<file path="config.mk">
export PLATFORM = sky130hd
export DESIGN_NAME = descrambler_8bits
export DESIGN_NICKNAME = d
export VERILOG_FILES = /design/src/rtl/scram_pkg.sv /design/src/rtl/scram_lfsr16.sv /design/src/rtl/descrambler_8bits.sv
export SDC_FILE = /design/constraint.sdc
export NUM_CORES = 1
export LEC_CHECK = 0
export BUFFER_PORTS_ARGS = -buffer_cell sky130_fd_sc_hd__buf_2
export CAP_MARGIN = 20
export CORE_ASPECT_RATIO = 1.2
export CORE_MARGIN = 2
export CORE_UTILIZATION = 30
export CTS_CLUSTER_DIAMETER = 40
export DETAILED_ROUTE_END_ITERATION = 8
export GPL_ROUTABILITY_DRIVEN = 0
export PLACE_DENSITY = 0.46
export SLEW_MARGIN = 10
export SYNTH_ARGS = -nofsm -noshare
export SYNTH_HDL_FRONTEND = slang
export SYNTH_SLANG_ARGS = --single-unit
</file>
<file path="constraint.sdc">
create_clock -name clk -period 1.36 [get_ports clk]
set_input_delay 0 -clock clk [delete_from_list [all_inputs] [get_ports clk]]
set_output_delay 0 -clock clk [all_outputs]
set_load 0.01 [all_outputs]
</file>
<file path="src/rtl/scram_pkg.sv">
// Shared constants, FSM encoding and 8-step LFSR advance for the 8-bit
// PCIe Gen1/Gen2 scrambler and descrambler (x^16+x^5+x^4+x^3+1, Galois form).
package scram_pkg;

  localparam logic [15:0] LFSR_INIT = 16'hFFFF;
  localparam logic [7:0]  COM_SYM   = 8'hBC;
  localparam logic [7:0]  SKP_SYM   = 8'h1C;
  // Bits toggled by the feedback bit after the shift: 0 (wrap), 3, 4, 5.
  localparam logic [15:0] TAP_MASK  = 16'h0039;

  typedef enum logic {
    HUNT   = 1'b0,
    LOCKED = 1'b1
  } scram_state_t;

  function automatic logic [15:0] lfsr_adv8(input logic [15:0] cur);
    logic [15:0] l;
    logic        fb;
    l = cur;
    for (int unsigned i = 0; i < 8; i++) begin
      fb = l[15];
      l  = {l[14:0], 1'b0} ^ (fb ? TAP_MASK : 16'h0000);
    end
    return l;
  endfunction

endpackage

</file>
<file path="src/rtl/scram_lfsr16.sv">
// 16-bit scrambler LFSR: synchronous seed load, enable-gated 8-step advance,
// and the bit-reversed upper byte presented as the per-symbol key.
module scram_lfsr16
  import scram_pkg::*;
#(
  parameter logic [15:0] SEED = LFSR_INIT
) (
  input  logic       clk,
  input  logic       rstb,
  input  logic       load,
  input  logic       adv,
  output logic [7:0] key
);

  logic [15:0] lfsr;

  always_ff @(posedge clk) begin
    if (rstb) begin
      lfsr <= SEED;
    end else if (load) begin
      lfsr <= SEED;
    end else if (adv) begin
      lfsr <= lfsr_adv8(lfsr);
    end
  end

  always_comb begin
    key = '0;
    for (int unsigned i = 0; i < 8; i++) begin
      key[i] = lfsr[15 - i];
    end
  end

endmodule

</file>
<file path="src/rtl/descrambler_8bits.sv">
// Receive-side descrambler: one decoded symbol per valid cycle, COM resync,
// SKP hold, lock tracking; one-cycle registered latency.
module descrambler_8bits
  import scram_pkg::*;
(
  input  logic       clk,
  input  logic       rstb,
  input  logic       valid_in,
  input  logic [7:0] data_in,
  input  logic       k_in,
  input  logic       rx_err,
  input  logic       disab_scram,
  output logic       valid_out,
  output logic [7:0] data_out,
  output logic       k_out,
  output logic       locked
);

  scram_state_t state, state_next;
  logic [7:0]   key;
  logic [7:0]   data_next;
  logic         lfsr_load;
  logic         lfsr_adv;

  scram_lfsr16 #(.SEED(LFSR_INIT)) u_lfsr (
    .clk  (clk),
    .rstb (rstb),
    .load (lfsr_load),
    .adv  (lfsr_adv),
    .key  (key)
  );

  // Symbol classification; the first matching rule wins, with rx_err first.
  always_comb begin
    state_next = state;
    data_next  = data_in;
    lfsr_load  = 1'b0;
    lfsr_adv   = 1'b0;
    if (valid_in) begin
      if (rx_err) begin
        lfsr_load  = 1'b1;
        state_next = HUNT;
      end else if (k_in && data_in == COM_SYM) begin
        lfsr_load  = 1'b1;
        state_next = LOCKED;
      end else if (k_in && data_in == SKP_SYM) begin
        lfsr_adv = 1'b0;
      end else if (k_in) begin
        lfsr_adv = (state == LOCKED);
      end else begin
        lfsr_adv = (state == LOCKED);
        if (state == LOCKED && !disab_scram) begin
          data_next = data_in ^ key;
        end
      end
    end
  end

  always_ff @(posedge clk) begin
    if (rstb) begin
      state     <= HUNT;
      valid_out <= 1'b0;
      data_out  <= '0;
      k_out     <= 1'b0;
    end else begin
      valid_out <= valid_in;
      if (valid_in) begin
        state    <= state_next;
        data_out <= data_next;
        k_out    <= k_in;
      end
    end
  end

  assign locked = (state == LOCKED);

endmodule

</file>
Yosys cells after proc, flatten, opt, wreduce, memory -nomap -nowiden
Cells that the tools add are included.
W data, S select, Z words.
{"block": "classes", "n_addsub": 0, "n_mul": 0, "div": 0, "magnitude_cmp": 0, "n_eq_ne": 2, "shift": 0, "muxes": 22, "bitwise": 9, "reduce_logical": 7}
{"cell": "$xor A16 B16 Y16", "count": 8}
{"cell": "$mux W6", "count": 8}
{"cell": "$mux W8", "count": 5}
{"cell": "$mux W1", "count": 9}
{"cell": "$eq A8 B5 Y1 const B", "count": 1}
{"cell": "$eq A8 B8 Y1 const B", "count": 1}
{"cell": "$xor A8 B8 Y8", "count": 1}
{"cell": "$logic_and A1 B1 Y1", "count": 3}
{"cell": "$reduce_and A2 Y1", "count": 1}
{"cell": "$reduce_bool A2 Y1", "count": 1}
{"cell": "$reduce_or A2 Y1", "count": 1}
{"cell": "$logic_not A1 Y1", "count": 1}
{"block": "totals", "regBits": 27, "latch_bits": 0, "ram_bits": 0, "mem_bits_ro": 0, "input_bits": 14, "output_inout_bits": 11, "wordCells": 45, "n_memories": 0}

Logic depth before layout (Yosys ltp)
{"block": "logic_depth", "ltp_word": 16, "mapped_depth": 5, "mapped_depth_nobuf": 4}

Hierarchy
A second synthesis with hierarchy kept.
{"block": "hier_totals", "cells_unflattened": 157, "hier_area_um2": 1422.6}
{"mod": "scram_lfsr16", "instances": 1, "cells_per_inst": 86, "area_per_inst_um2": 847.1, "seq_area_each_um2": 320.3}
{"mod": "descrambler_8bits", "instances": 1, "cells_per_inst": 71, "area_per_inst_um2": 575.6, "seq_area_each_um2": 220.2}

Worst setup path before layout
OpenSTA, ideal clock, no wires.
{"block": "synth_path", "kind": "input -> register", "startpoint": "input data_in[0]", "endpoint": "register u_lfsr.lfsr[14]", "setup_ns": 0.129, "arrival_ns": 1.269, "required_time_ns": 1.231, "setup_slack_ns": -0.038, "path_stages": 5, "n_path_buf": 1, "cell_sequence": "or3b_4 -> o311ai_4 -> buf_6 -> mux2i_1 -> nand2_1"}
{"block": "synth_between", "elab_chain_cells": 6, "word_cells_on_any_way": 12, "classes_between": "eq/ne (2); mux (7); reduce/logical (3)"}
{"item": "start, declared", "line": "descrambler_8bits.sv:9", "source": "input logic [7:0] data_in,"}
{"item": "$eq A8 B5 Y1 / $eq A8 B8 Y1 (equally long branches)", "line": "descrambler_8bits.sv:46, descrambler_8bits.sv:43"}
{"item": "$logic_and A1 B1 Y1, on equally long branches", "line": "descrambler_8bits.sv:46, descrambler_8bits.sv:43"}
{"item": "$mux W1, on equally long branches", "line": "descrambler_8bits.sv:46, descrambler_8bits.sv:43"}
{"item": "$mux W1, on equally long branches", "line": "descrambler_8bits.sv:43, descrambler_8bits.sv:40"}
{"item": "$mux W1, on equally long branches", "line": "descrambler_8bits.sv:40, descrambler_8bits.sv:39"}
{"item": "$mux W1 / $reduce_or A2 Y1 (equally long branches)"}
{"item": "end signal, assigned", "line": "scram_lfsr16.sv:23", "source": "lfsr <= lfsr_adv8(lfsr);"}
{"item": "end, declared", "line": "scram_lfsr16.sv:15", "source": "logic [15:0] lfsr;"}
Several ways; a longest one is shown, not always the timed one.
A chain may end at the register's enable or synchronous reset.

Worst setup path in the final report
{"block": "layout_path", "startpoint": "register state, in the netlist locked", "endpoint": "register u_lfsr.lfsr[5]"}
{"block": "layout_between", "elab_chain_cells": 4}
{"item": "start, declared", "line": "descrambler_8bits.sv:19", "source": "scram_state_t state, state_next;"}
{"item": "start signal, assigned", "line": "descrambler_8bits.sv:68", "source": "state <= state_next;"}
{"item": "$mux W1", "line": "descrambler_8bits.sv:46", "source": "end else if (k_in && data_in == SKP_SYM) begin"}
{"item": "$mux W1", "line": "descrambler_8bits.sv:43", "source": "end else if (k_in && data_in == COM_SYM) begin"}
{"item": "$mux W1", "line": "descrambler_8bits.sv:40", "source": "if (rx_err) begin"}
{"item": "$mux W1", "line": "descrambler_8bits.sv:39", "source": "if (valid_in) begin"}
No other way between the ends.

==> summary by stage <==
Setup path
The worst-path cell with the longest stage delay is dfxtp_2. Of all nets on the critical path, the largest fanout is 21. The startpoint identified for the worst register-to-register timing path is locked$_SDFFE_PP0P_. The cell depth of the worst flop-to-flop path is 6. The worst setup path is captured at a register. The largest delay contributor family on the critical path is flip-flops.

Traced cell by cell, the critical path runs through nor2b_2, o311ai_4, buf_12, buf_4, nand2_1, o211ai_1. In this run the worst setup path terminates at u_lfsr.lfsr[5]$_SDFFE_PP1P_. The worst setup path is launched from a register. The number of buffers and inverters on the critical path is 2. For this run, the slowest stage of the critical path takes approximately 0.35 ns. The setup check on the worst reg-to-reg path leaves a slack of between 0.1 and 0.15 ns. For the worst setup path, the data required time is between 1.5 and 2 ns. The worst path arrival time is between 1 and 1.5 ns. The class of the most critical setup path is reg -> reg.

The critical path starts at locked$_SDFFE_PP0P_. The reg-to-reg endpoint is u_lfsr.lfsr[5]$_SDFFE_PP1P_. The critical path crosses 6 cells after its start point.

Routing
After detailed routing, the wire length on met1 is roughly 1100 um. The sum of met2 wire segment lengths after detailed routing is approximately 1300 um. The iteration-0 DRC count of the detailed router is 18. The total wirelength of the detailed-routed design is 2548 um. The total via count after detailed routing is about 1,000. The amount of wire on met3 after detailed routing is 108 um.

Dividing the detail-routed wire length by the instance count gives ~12 um. The first-pass detailed-route iteration total is 2. After detailed routing, the number of vias per cell comes to 4.511. The uppermost metal layer occupied by signal nets is met4.

In the routed design, unresolved DRC markers number 0. The antenna violation net count after detailed routing is 0.

Layout
The filler cell count in the final layout is roughly 450. The multi-input combinational cells in the finished layout cover a total of just over 700 sq um. The count of non-filler cells in the finished layout is roughly 220. The top cell types in the final layout, fill and taps aside, are dfxtp_1 (26), nand2_1 (25), buf_2 (24), xnor2_1 (18), xor2_1 (11). The cell area after layout is 0.001593 sq mm. In the final layout, the share of cells above drive strength 1 is 0.2606. For this run, the post-layout net count is 180. For this run, the share of the core covered by cells in the final layout is 0.3795. The leading cell type in the layout, fill and taps excluded is dfxtp_1. 0 antenna diodes ended up in the layout. The sequential cell area is 541.8 sq um. The area growth from synthesis to layout is 23.47%.

Yosys
The synthesized area per cell is slightly above 9 sq um. The area share of the largest cell type after synthesis is 0.4190. The post-synthesis cell type count is 20. The multiplexer fraction of the synthesized cell area is 0.06208. The prevailing post-synth register cell is dfxtp_1. Synthesis handed over a netlist of approximately 140 instances. The number of enable-type register cells in the synthesized netlist is 0. The simple-gate share of the synthesized area is 0.1397.

For this run, the number of Yosys warnings is 0. After synthesis the cells add up to approximately 0.0013 sq mm. The largest area contributor in the synthesized netlist is dfxtp_1. The net count after synthesis is 152.

By area, the combinational part of the netlist is dominated by XOR/XNOR gates. Of the total synthesized cell area, the portion taken by full adders, half adders and majority gates is 0. Ranked by total cell area, the synthesized netlist is headed by dfxtp_1 (42%), xnor2_1 (12%), xor2_1 (7.5%). Of the total synthesized cell area, the portion taken by XOR and XNOR cells is 0.1969. Counting flops and latches in the post-synthesis netlist gives 27.

For this run, asynchronously set or reset flops after synthesis account for 0. The synthesized-area fraction occupied by ao, oa, aoi and oai cells is 0.1387. The share of the Yosys chip area taken by registers is 0.4190.

Floorplanning
The die covers between 0.004 and 0.005 sq mm. The die width is 63.86 um. The number of ports placed on the die boundary is 25. The total area inside the core boundary comes to between 0.004 and 0.005 sq mm.

After floorplanning, the core was divided into 26 placement rows. The initial utilization of the core area, before any placement, comes to 0.3074. The die boundary height is between 70 and 80 um.

Hold path
In this run the worst hold path is classified as in -> reg.

STA
Measured against its own limit, the worst slew margin works out to 0.7854. Clock skew on the completed layout was measured at approximately 0.0033 ns. The final worst-path cycle share is 0.9209.

The number of pins with negative max-slew slack in the final report is 0. Setup repair after global routing left no endpoint under its margin. Setup violations remaining at the end of the flow were counted as 0. Derived from the worst setup path, the maximum achievable clock frequency is between 700 and 800 MHz. The final worst setup slack is between 0.1 and 0.15 ns.

The time the worst path needs with I/O delays and setup is about 1.3 ns. The slew at the pin with the worst max-slew slack is between 0.3 and 0.4 ns. The count of final hold-check violations was 1. Final hold analysis gives a worst-case slack of -0.005681 ns.

Power and ir drop
Of the total power, combinational logic draws 0.099. Across the VDD grid, the largest voltage drop is approximately 0.31 mV. Cell internal power was estimated by the tool at 0.001082 W. Of the total power, the clock network draws 0.325. The power per cell area is slightly below 900 mW/mm^2. The static leakage power is between 0.6 and 0.7 nW. The proportion of power drawn by flip-flops and latches is 0.576. The share of total power consumed by net switching is 0.2382. The net switching power of the design is around 0.00034 W.

Place
At the placement stage, the worst setup path has a slack of -0.02125 ns. The half-perimeter wire length after detailed placement is a little under 2000 um. Input and output buffers added on the ports amount to 24. Summing all placed instances gives a cell area of ~0.0015 sq mm. Counting tap cells, the placed design contains a total of 217 instances.

GRT
The total overflow left after global routing is 0. The wire length of the first global-routing pass is approximately 4200 um. Entering global routing, the biggest net connects 22 pins. The initial antenna violation count came to 0.

The number of global-route vias before repair was ~950. The global-route total usage across every layer is 0.1139.

Clock tree
The H-tree level count is 1. The number of hold-repair buffers added at the cts stage is 0. The clock tree from TritonCTS is built. The CTS sink count is 27.

In this run the clock root is driven by a clkbuf_8. The clock latency of the later-clocked register in the worst-skew pair is between 0.2 and 0.3 ns. The number of buffers between clock root and the deepest sink is 2. The count of instances resized after the clock tree is built is 1. After clock tree synthesis, the clock-pin slew on the worst setup and hold paths is 0.09 ns. The buffers inserted during post-CTS setup optimization is 0. The total clock buffers created by CTS is 3.

Status
The checks that failed: hold timing. The flow ran to the end, but the final reports show violations.

Flow run
Max-cap violations in this run came to 0.
-- flip-flops by register name (all words and copies together) (netlist names) --
register     flops
k_out            1
data_out         8
u_lfsr.lfsr     16
locked           1
valid_out        1
-- stage by stage --
| step | power [W] | hold slack [ns] | TNS, ns |
|---|---|---|---|
| 2_1_floorplan | 0.0009039 | 0.07161 | 0 |
| 3_3_place_gp | 0.0009779 | 0.2763 | -0.002766 |
| 3_5_place_dp | 0.0009795 | 0.2879 | -0.09955 |
| 4_1_cts | 0.001444 | 0.002103 | 0 |
| 5_1_grt | 0.001486 | 0.005308 | 0 |
| 6_report | 0.001420 | -0.005681 | 0 |
-- cell families after synthesis --
logic type      after synthesis
xor+xnor                     29
buf+inv                      12
mux                           8
flops                        27
simple gates                 40
compound gates               22
-- cell type report --
type                            count  share of cell area
Multi-Input combinational cell     99              0.4423
Clock buffer                        3             0.02592
Inverter                            1            0.002357
Tap cell                           56             0.04399
Sequential cell                    27              0.3401
Clock inverter                      1            0.004713
Timing Repair Buffer               34              0.1406
-- power groups by stage --
stage          combinational (W)  sequential, W  clock (W)
6_report                0.000140       0.000818   0.000461
3_5_place_dp            0.000143       0.000837          0
2_1_floorplan          0.0000571       0.000847          0
3_3_place_gp            0.000142       0.000836          0
5_1_grt                 0.000153       0.000821   0.000512
4_1_cts                 0.000143       0.000819   0.000482
-- how the worst min path moves through the flow --
| stage | start | cells after the start | to | slack [ns] |
|---|---|---|---|---|
| CTS | rx_err | 2 | locked$_SDFFE_PP0P_ | 0.002 |
| finish | rx_err | 2 | locked$_SDFFE_PP0P_ | -0.006 |
| global route | rx_err | 2 | locked$_SDFFE_PP0P_ | 0.005 |
| floorplan | rstb | 1 | valid_out$_SDFF_PP0_ | 0.07 |
| detailed placement | rx_err | 2 | locked$_SDFFE_PP0P_ | 0.29 |
| global placement | rx_err | 2 | locked$_SDFFE_PP0P_ | 0.28 |
-- cells in the mapped netlist (all sizes together) (2+ instances only) --
library cell   n
a211oi         9
a21oi          2
buf            2
nor2           9
o211ai         9
xnor2         18
xor2          11
nand2         25
dfxtp         27
mux2i          8
nor2b          2
clkbuf         9
-- layer usage --
layer,global-route usage,vias to the layer above
met4,0.05072,0
met5,0,-
met1,0.1251,457
met2,0.2095,19
li1,-,517
met3,0.02806,4
Power figures use the tool's default switching activity.
